`src/rtl/mem_arbiter_if.sv`:
```
`timescale 1ns/1ps
`default_nettype none
// ============================================================================
// Module      : mem_arbiter_if
// Description : Signal bundle between the I/D cache miss logic, main memory
//               and the memory arbiter.
//               master : request side (caches + memory model) drives requests,
//                        store data and memory read data.
//               slave  : the arbiter; drives memory requests, fill data and
//                        completion pulses.
// Signals     : i_miss/i_addr        I-cache miss request + byte address
//               d_miss/d_addr        D-cache miss request + byte address
//               d_wr/d_wdata         D-cache write-through store
//               mem_rdata/mem_valid  memory read return
//               mem_en/mem_wr/mem_addr/mem_wdata  memory request
//               fill_data/fill_word/i_fill_we/d_fill_we  block fill to caches
//               i_done/d_done/d_wr_ack  one-cycle completion pulses
//               busy                 arbiter not idle
// Revision    : 1.0 - initial release
// ============================================================================
interface mem_arbiter_if;
    logic        i_miss;
    logic [15:0] i_addr;
    logic        d_miss;
    logic [15:0] d_addr;
    logic        d_wr;
    logic [15:0] d_wdata;
    logic [15:0] mem_rdata;
    logic        mem_valid;
    logic        mem_en;
    logic        mem_wr;
    logic [15:0] mem_addr;
    logic [15:0] mem_wdata;
    logic [15:0] fill_data;
    logic [2:0]  fill_word;
    logic        i_fill_we;
    logic        d_fill_we;
    logic        i_done;
    logic        d_done;
    logic        d_wr_ack;
    logic        busy;

    modport master (
        output i_miss, i_addr, d_miss, d_addr, d_wr, d_wdata, mem_rdata, mem_valid,
        input  mem_en, mem_wr, mem_addr, mem_wdata, fill_data, fill_word,
               i_fill_we, d_fill_we, i_done, d_done, d_wr_ack, busy
    );

    modport slave (
        input  i_miss, i_addr, d_miss, d_addr, d_wr, d_wdata, mem_rdata, mem_valid,
        output mem_en, mem_wr, mem_addr, mem_wdata, fill_data, fill_word,
               i_fill_we, d_fill_we, i_done, d_done, d_wr_ack, busy
    );
endinterface
`default_nettype wire

```
`src/rtl/mem_arbiter.sv`:
```
`timescale 1ns/1ps
`default_nettype none
// ============================================================================
// Module      : mem_arbiter
// Description : Non-preemptive arbiter sharing one main-memory port between
//               the I-cache and D-cache. Grants d_wr > d_miss > i_miss from
//               IDLE. A store is a single write cycle; a miss is an 8-word
//               block read (issued on 8 consecutive cycles, data returning
//               4 cycles later) streamed into the owning cache.
// Ports       : clk    - clock, rising edge
//               rst_n  - synchronous active-low reset
//               bus    - mem_arbiter_if.slave (requests, memory, fills, pulses)
// Revision    : 1.0 - initial release
// ============================================================================
module mem_arbiter (
    input  wire logic    clk,
    input  wire logic    rst_n,
    mem_arbiter_if.slave bus
);

    localparam logic [15:0] c_BLOCK_MASK = 16'hFFF0;
    localparam logic [2:0]  c_LAST_WORD  = 3'd7;

    typedef enum logic [1:0] {
        IDLE  = 2'd0,
        WRITE = 2'd1,
        FILL  = 2'd2
    } state_t;

    state_t      r_state;
    state_t      w_nextState;
    logic        r_ownerD;      // 1: D-cache owns the current operation
    logic [15:0] r_base;
    logic [2:0]  r_issueCnt;    // k
    logic [2:0]  r_retCnt;      // r
    logic        r_issueDone;   // all 8 reads issued; k itself never wraps
    logic        r_iDone;
    logic        r_dDone;

    logic        w_wrReq;
    logic        w_dReq;
    logic        w_iReq;
    logic        w_grant;
    logic        w_grantD;
    logic [15:0] w_reqAddr;
    logic        w_lastRet;

    // A requester keeps its miss line high through the done cycle, so the
    // just-finished request is masked there; any other pending request may
    // be granted straight away.
    always_comb begin
        w_wrReq   = bus.d_wr;
        w_dReq    = bus.d_miss & ~r_dDone;
        w_iReq    = bus.i_miss & ~r_iDone;
        w_grant   = w_wrReq | w_dReq | w_iReq;
        w_grantD  = w_wrReq | w_dReq;
        w_reqAddr = w_grantD ? bus.d_addr : bus.i_addr;
        w_lastRet = bus.mem_valid && (r_retCnt == c_LAST_WORD);
    end

    always_comb begin
        w_nextState = r_state;
        case (r_state)
            IDLE: begin
                if (w_wrReq) begin
                    w_nextState = WRITE;
                end else if (w_dReq || w_iReq) begin
                    w_nextState = FILL;
                end
            end
            WRITE: w_nextState = IDLE;
            FILL: begin
                if (w_lastRet) begin
                    w_nextState = IDLE;
                end
            end
            default: w_nextState = IDLE;
        endcase
    end

    always_ff @(posedge clk) begin
        if (!rst_n) begin
            r_state     <= IDLE;
            r_ownerD    <= 1'b0;
            r_base      <= 16'd0;
            r_issueCnt  <= 3'd0;
            r_retCnt    <= 3'd0;
            r_issueDone <= 1'b0;
            r_iDone     <= 1'b0;
            r_dDone     <= 1'b0;
        end else begin
            r_state <= w_nextState;
            r_iDone <= 1'b0;
            r_dDone <= 1'b0;
            case (r_state)
                IDLE: begin
                    if (w_grant) begin
                        r_ownerD    <= w_grantD;
                        r_base      <= w_reqAddr & c_BLOCK_MASK;
                        r_issueCnt  <= 3'd0;
                        r_retCnt    <= 3'd0;
                        r_issueDone <= 1'b0;
                    end
                end
                FILL: begin
                    if (!r_issueDone) begin
                        if (r_issueCnt == c_LAST_WORD) begin
                            r_issueDone <= 1'b1;
                        end else begin
                            r_issueCnt <= r_issueCnt + 3'd1;
                        end
                    end
                    if (bus.mem_valid) begin
                        if (w_lastRet) begin
                            r_iDone <= ~r_ownerD;
                            r_dDone <= r_ownerD;
                        end else begin
                            r_retCnt <= r_retCnt + 3'd1;
                        end
                    end
                end
                default: ;
            endcase
        end
    end

    always_comb begin
        bus.mem_en    = 1'b0;
        bus.mem_wr    = 1'b0;
        bus.mem_addr  = 16'd0;
        bus.mem_wdata = 16'd0;
        bus.fill_data = 16'd0;
        bus.fill_word = 3'd0;
        bus.i_fill_we = 1'b0;
        bus.d_fill_we = 1'b0;
        bus.d_wr_ack  = 1'b0;
        case (r_state)
            WRITE: begin
                bus.mem_en    = 1'b1;
                bus.mem_wr    = 1'b1;
                bus.mem_addr  = bus.d_addr;
                bus.mem_wdata = bus.d_wdata;
                bus.d_wr_ack  = 1'b1;
            end
            FILL: begin
                if (!r_issueDone) begin
                    bus.mem_en   = 1'b1;
                    bus.mem_addr = r_base + {12'd0, r_issueCnt, 1'b0};
                end
                if (bus.mem_valid) begin
                    bus.fill_data = bus.mem_rdata;
                    bus.fill_word = r_retCnt;
                    bus.i_fill_we = ~r_ownerD;
                    bus.d_fill_we = r_ownerD;
                end
            end
            default: ;
        endcase
        bus.i_done = r_iDone;
        bus.d_done = r_dDone;
        bus.busy   = (r_state != IDLE);
    end

endmodule
`default_nettype wire

```
`src/flat_wrapper.sv`:
```
// flat-port wrapper written by rule: the top's interface ports become plain ports
module mem_arbiter_flat 
  (clk, rst_n, bus_i_miss, bus_i_addr, bus_d_miss, bus_d_addr, bus_d_wr, bus_d_wdata, bus_mem_rdata, bus_mem_valid, bus_mem_en, bus_mem_wr, bus_mem_addr, bus_mem_wdata, bus_fill_data, bus_fill_word, bus_i_fill_we, bus_d_fill_we, bus_i_done, bus_d_done, bus_d_wr_ack, bus_busy);
  mem_arbiter_if bus_i ();
  input  wire logic clk;
  input  wire logic rst_n;
  input wire logic [$bits(bus_i.i_miss)-1:0] bus_i_miss;
  input wire logic [$bits(bus_i.i_addr)-1:0] bus_i_addr;
  input wire logic [$bits(bus_i.d_miss)-1:0] bus_d_miss;
  input wire logic [$bits(bus_i.d_addr)-1:0] bus_d_addr;
  input wire logic [$bits(bus_i.d_wr)-1:0] bus_d_wr;
  input wire logic [$bits(bus_i.d_wdata)-1:0] bus_d_wdata;
  input wire logic [$bits(bus_i.mem_rdata)-1:0] bus_mem_rdata;
  input wire logic [$bits(bus_i.mem_valid)-1:0] bus_mem_valid;
  output wire logic [$bits(bus_i.mem_en)-1:0] bus_mem_en;
  output wire logic [$bits(bus_i.mem_wr)-1:0] bus_mem_wr;
  output wire logic [$bits(bus_i.mem_addr)-1:0] bus_mem_addr;
  output wire logic [$bits(bus_i.mem_wdata)-1:0] bus_mem_wdata;
  output wire logic [$bits(bus_i.fill_data)-1:0] bus_fill_data;
  output wire logic [$bits(bus_i.fill_word)-1:0] bus_fill_word;
  output wire logic [$bits(bus_i.i_fill_we)-1:0] bus_i_fill_we;
  output wire logic [$bits(bus_i.d_fill_we)-1:0] bus_d_fill_we;
  output wire logic [$bits(bus_i.i_done)-1:0] bus_i_done;
  output wire logic [$bits(bus_i.d_done)-1:0] bus_d_done;
  output wire logic [$bits(bus_i.d_wr_ack)-1:0] bus_d_wr_ack;
  output wire logic [$bits(bus_i.busy)-1:0] bus_busy;
  assign bus_i.i_miss = bus_i_miss;
  assign bus_i.i_addr = bus_i_addr;
  assign bus_i.d_miss = bus_d_miss;
  assign bus_i.d_addr = bus_d_addr;
  assign bus_i.d_wr = bus_d_wr;
  assign bus_i.d_wdata = bus_d_wdata;
  assign bus_i.mem_rdata = bus_mem_rdata;
  assign bus_i.mem_valid = bus_mem_valid;
  assign bus_mem_en = bus_i.mem_en;
  assign bus_mem_wr = bus_i.mem_wr;
  assign bus_mem_addr = bus_i.mem_addr;
  assign bus_mem_wdata = bus_i.mem_wdata;
  assign bus_fill_data = bus_i.fill_data;
  assign bus_fill_word = bus_i.fill_word;
  assign bus_i_fill_we = bus_i.i_fill_we;
  assign bus_d_fill_we = bus_i.d_fill_we;
  assign bus_i_done = bus_i.i_done;
  assign bus_d_done = bus_i.d_done;
  assign bus_d_wr_ack = bus_i.d_wr_ack;
  assign bus_busy = bus_i.busy;
  mem_arbiter u_core (.clk(clk), .rst_n(rst_n), .bus(bus_i));
endmodule
```
`config.mk`:
```
export PLATFORM = sky130hd
export DESIGN_NAME = mem_arbiter_flat
export DESIGN_NICKNAME = d
export VERILOG_FILES = /design/src/rtl/mem_arbiter_if.sv /design/src/rtl/mem_arbiter.sv /design/src/flat_wrapper.sv
export SDC_FILE = /design/constraint.sdc
export NUM_CORES = 1
export LEC_CHECK = 0
export BUFFER_PORTS_ARGS = -buffer_cell sky130_fd_sc_hd__buf_2
export CORE_MARGIN = 5
export CORE_UTILIZATION = 43
export CTS_BUF_LIST = sky130_fd_sc_hd__clkbuf_16
export DETAILED_ROUTE_END_ITERATION = 8
export GPL_TIMING_DRIVEN = 0
export PLACE_DENSITY = 0.86
export SLEW_MARGIN = 25
export SYNTH_ARGS = -nofsm -noshare
export SYNTH_HDL_FRONTEND = slang
export SYNTH_SLANG_ARGS = --single-unit
```
`constraint.sdc`:
```
create_clock -name clk -period 3.1 [get_ports clk]
set_input_delay 0.465 -clock clk [delete_from_list [all_inputs] [get_ports clk]]
set_output_delay 0.465 -clock clk [all_outputs]
set_load 0.1 [all_outputs]
```
; After elaboration in Yosys (flattened, before gate mapping)
; Cells that the tools add are included.
[op_classes]
add_sub_neg = 3
n_mul = 0
div_mod_pow = 0
n_lt_le_gt_ge = 0
eq_ne = 11
shift = 0
n_mux = 30
bitwise = 7
reduce_logical = 11
[op_table]
columns = op, n
row1 = $mux 16, 5
row2 = $pmux 16 s2, 1
row3 = $mux 3, 7
row4 = $add 16x4->16, 1
row5 = $pmux 3 s2, 2
row6 = $reduce_and 4->1, 3
row7 = $mux 1, 9
row8 = $ne 2x2->1 const B, 4
row9 = $add 3x1->3 const B, 2
row10 = $eq 3x3->1 const B, 2
row11 = $mux 2, 3
row12 = $reduce_and 2->1, 3
row13 = $ne 2x1->1 const B, 2
row14 = $pmux 1 s2, 2
row15 = $pmux 2 s2, 1
row16 = $reduce_bool 2->1, 2
row17 = $ne 3x2->1 const B, 1
row18 = $not 1->1, 3
row19 = $and 1x1->1, 2
row20 = $eq 2x1->1 const B, 1
row21 = $eq 2x2->1 const B, 1
row22 = $logic_not 2->1, 1
row23 = $or 1x1->1, 2
row24 = $logic_and 1x1->1, 1
row25 = $logic_or 1x1->1, 1
[totals]
ff_bits = 24
latchBits = 0
ramBits = 0
mem_bits_ro = 0
in_bits = 70
out_inout_bits = 59
word_cells = 70
n_memories = 0

; Logic depth before layout (Yosys ltp)
[logic_depth]
depth_word = 6
depth_mapped = 8
depth_no_buf = 6

; Worst setup path before layout
; OpenSTA, ideal clock, no wires.
[synth_timing]
kind = register to output
start = register u_core.r_state[1]
end = output bus_mem_addr[11]
arrival_time_ns = 2.672
slack_ns = -0.037
stages_incl_launch_ff = 7
path_buffers = 2
cell_sequence = dfxtp_1 inv_1 ha_1 and2_0 clkbuf_1 buf_2 a22o_1
[synth_between]
elab_chain_len = 2
elab_cells_between_ends = 3
classes_between = 2 x eq/ne / 1 x mux
[synth_rtl]
columns = item, line
row1 = start: declaration, mem_arbiter.sv:30  ; state_t r_state;
row2 = start signal: assignment, mem_arbiter.sv:92  ; r_state <= w_nextState;
row3 = $eq 2x2->1 / $eq 2x1->1 (equally long branches), mem_arbiter.sv:137  ; case (r_state)
row4 = $pmux 16 s2 (*), mem_arbiter.sv:137
row5 = end: declaration, flat_wrapper.sv:17  ; output wire logic [$bits(bus_i.mem_addr)-1:0] bus_mem_addr;
; Every way passes the cells marked *; elsewhere a longest branch is shown, timed or not.

; Final worst setup path
[layout_timing]
start = register u_core.r_state[0]
end = output bus_mem_addr[11]
; The elaborated chain is that of the path after synthesis.

==> summary.md <==
| Metric | Value |
|---|---|
| Status | complete, no violations |
| TritonCTS Buffers | 3 |
| Slew Limit Fails | 0 |
| Clk_lat worst skew | 0.26 ns |
| Largest net degree at the start of global routing | 15 |
| Clk pin slew, worst setup/hold paths | 0.06 ns |
| Hold Crit Start | u_core.r_retCnt[1]$_SDFFE_PN0P_ |
| Most frequent CP cell | buf_2 |
| Placed Instances | 366 |
| End of the worst register-to-register path | u_core.r_base[5]$_SDFFE_PN0P_ |
| CTS max path bufs | 2 |
| Overall routing resource usage | 0.198 |
| Final Hold Vio Count | 0 |
| Worst-Margin Slew | 0.498 ns |
| FF+latch count, synth | 24 |
| HP Class | reg2reg |
| Area share of the largest cell type after synthesis | 0.292 |
| Die area | 5160 sq um |
| P&R area growth vs syn | 48.0% |
| Setup Skew | 0.00221 ns |
| Clock share of power | 0.282 |
| Hpwl dp | 4.23 mm |
| Power share of the sequential group | 0.269 |
| Critical path's slowest cell | buf_2 |
| # IOs | 129 |
| Post-Synthesis Cells | 194 |
| Max Fclk | 352 MHz |
| Worst-path cell chain | inv_1 -> ha_1 -> nand2_1 -> nor2_1 -> buf_2 -> a22o_1 -> buf_2 |
| Static leakage | 1.36 nW |
| Top-count cell post-synth | dfxtp_1 |
| Fin crit period | 2.84 ns |
| Crit path kind | reg2out |
| Worst r2r src | u_core.r_state[1]$_SDFFE_PN0P_ |
| Setup Fix Bufs, Post-CTS | 0 |
| Post-synth ARST share | 0 |
| FF-to-FF path depth | 8 |
| Ys Warns | 0 |
| Crit path buffers/inverters | 3 |
| GP Congestion | 0.750 |
| Seq/Total Area, Yosys | 0.292 |
| Max_slew headroom | 0.670 |
| Mapped Avg Cell Area | 8.47 sq um |
| Sw Share | 0.443 |
| Critical path launch point type | flip-flop |
| Crit path arrival time | 2.38 ns |
| Layout Nets | 400 |
| CTS root buf | clkbuf_16 |
| CP Data Required Time | 2.63 ns |
| Max Cap Viol | 0 |
| Routed length per placed instance | 14.8 microns |
| Setup crit end kind | output pin |
| Worst-path fanout max | 10 |
| Tcrit/Tclk final | 0.916 |
| DRT Wirelength | 5.48 mm |
| Antenna violations before repair | 0 |
| Initial DRC count | 111 |
| R2r setup slk | 1.42 ns |
| Die H | 71.8 microns |
| Residual DRC count | 0 |
| CTS sink count | 24 |
| Input/output buffers | 124 |
| DRT Pass-1 Iters | 4 |
| CTS tree | built |
| Dominant synthesized flop cell | dfxtp_1 |
| Hold Path Stages | 2 |
| Total grt overflow | 0 |
| Row cnt | 22 |
| Ant. Diodes | 0 |
| Die Span X | 71.8 microns |
| Fin cells | 370 |
| Via count | 2,015 |
| Worst setup startpoint | u_core.r_state[0]$_SDFFE_PN0P_ |
| Dominant cell type by area after synthesis | dfxtp_1 |
| Global-route wire length before repair | 8.50 mm |
| CTS H-tree lvls | 1 |
| Net Switching | 0.000589 W |
| Synth cell count leaders | dfxtp_1 (24), and3_1 (23), and2_1 (17) |
| Worst Hold End | u_core.r_retCnt[1]$_SDFFE_PN0P_ |
| Vias per cell | 5.45 |
| Vias in the first global route | 1,832 |
| Power Internal | 0.000740 W |
| Power Density | 547 nW/um^2 |
| Unique masters post-synth | 37 |
| Dominant cells by area after synthesis | dfxtp_1 (29%), and3_1 (8.8%), a22o_1 (8.0%), o22ai_2 (7.6%), and2_1 (6.5%) |
| Gate power share | 0.449 |
| Maximum vdd ir drop | 208 uV |
| Core box area | 3690 sq um |
| Max incr delay on CP | 0.43 ns |
| RSZ-0062 raised after global routing | false |
| Hold buffers post-CTS | 0 |
| Starting Density | 0.445 |
| Syn Std Cell Area | 1640 sq um |
| Post-synth EDFFs | 0 |
| Crit path max-delay family | buffers and inverters |
| Post_cts resized | 0 |
| Fin Hold WS | 0.481 ns |
| Layout cell share with drive strength beyond 1 | 0.481 |
| Detail Route Antenna Nets | 0 |
| Synthesized net count | 271 |
| Setup tns final | 0 ns |
| Final setup viols | 0 |
==> final cells by class <==
cell class                      instances  area (sq um)
Sequential cell                        24           480
Clock inverter                          1          30.0
Clock buffer                            3          75.1
Multi-Input combinational cell        148          1060
Fill cell                             307          1260
Buffer                                 18          92.6
Inverter                                4          15.0
Timing Repair Buffer                  124           621
Tap cell                               48          60.1
==> cell usage in the layout, fill, tap and decap left out, types with 2 or more instances in the layout <==
cell,instances
nand3_1,6
mux2i_1,4
and3_1,23
a21oi_1,13
nor4b_1,2
o22ai_2,10
o22ai_1,4
nand2_1,9
nor2_1,4
and2_1,17
buf_4,2
ha_1,6
a22o_1,15
o21ai_0,15
a31oi_1,3
clkbuf_16,3
clkbuf_1,9
o211ai_1,2
dfxtp_1,24
buf_2,129
inv_1,3
==> stage by stage <==
step                area (sq um)  utilization  power (W)  setup slack [ns]
floorplan                   1650            -   0.000834             0.309
global placement            2330        0.631   0.000949             0.602
detailed placement          2330        0.631   0.000956             0.601
CTS                         2430        0.659    0.00133             0.300
global route                2430        0.659    0.00137             0.158
finish                      2430        0.659    0.00133             0.260
==> sequential cells by signal, summed over array words and instances (netlist names) <==
| register | cells |
|---|---|
| u_core.r_ownerD | 1 |
| u_core.bus.i_done | 1 |
| u_core.r_issueCnt | 3 |
| u_core.r_retCnt | 3 |
| u_core.r_state | 2 |
| u_core.r_base | 12 |
| u_core.bus.d_done | 1 |
| u_core.r_issueDone | 1 |
==> power groups by stage <==
stage          combinational (W)  sequential [W]  clock (W)
2_1_floorplan           0.000476        0.000358          0
5_1_grt                 0.000629        0.000360   0.000386
3_5_place_dp            0.000593        0.000363          0
6_report                0.000597        0.000357   0.000375
4_1_cts                 0.000597        0.000357   0.000373
3_3_place_gp            0.000586        0.000362          0
==> tightest hold or removal path, stage by stage, from the launching register on <==
cell	delay (ns)
dfxtp_1	0.32
nand2_1	0.05
mux2i_1	0.06
==> routing by layer <==
| layer | wire, microns | part of all wire | GRT usage |
|---|---|---|---|
| met3 | 498 | 0.091 | 0.0281 |
| met2 | 2910 | 0.53 | 0.371 |
| met4 | 101 | 0.018 | 0.0438 |
| met1 | 1970 | 0.36 | 0.235 |
| met5 | 0 | 0 | 0 |
==> worst max-delay path by stage <==
stage	end	slack (ns)	cells after the start
2_1_floorplan	bus_mem_addr[11]	0.31	6
6_report	bus_mem_addr[11]	0.26	7
3_5_place_dp	bus_mem_addr[7]	0.60	7
3_3_place_gp	bus_mem_addr[4]	0.60	7
4_1_cts	bus_mem_addr[11]	0.30	7
5_1_grt	bus_mem_addr[12]	0.16	7
==> cell families (layout without fill, tap and decap cells) <==
logic type	count (synthesis)	in the layout	share of synthesized area
AND/OR/NAND/NOR	70	70	0.260
AO/OA/AOI/OAI	67	67	0.305
flip-flops	24	24	0.292
buffers and inverters	22	150	0.0655
adder cells (fa/ha/maj)	7	7	0.0533
multiplexers	4	4	0.0244
(Power assumes the default switching activity.)
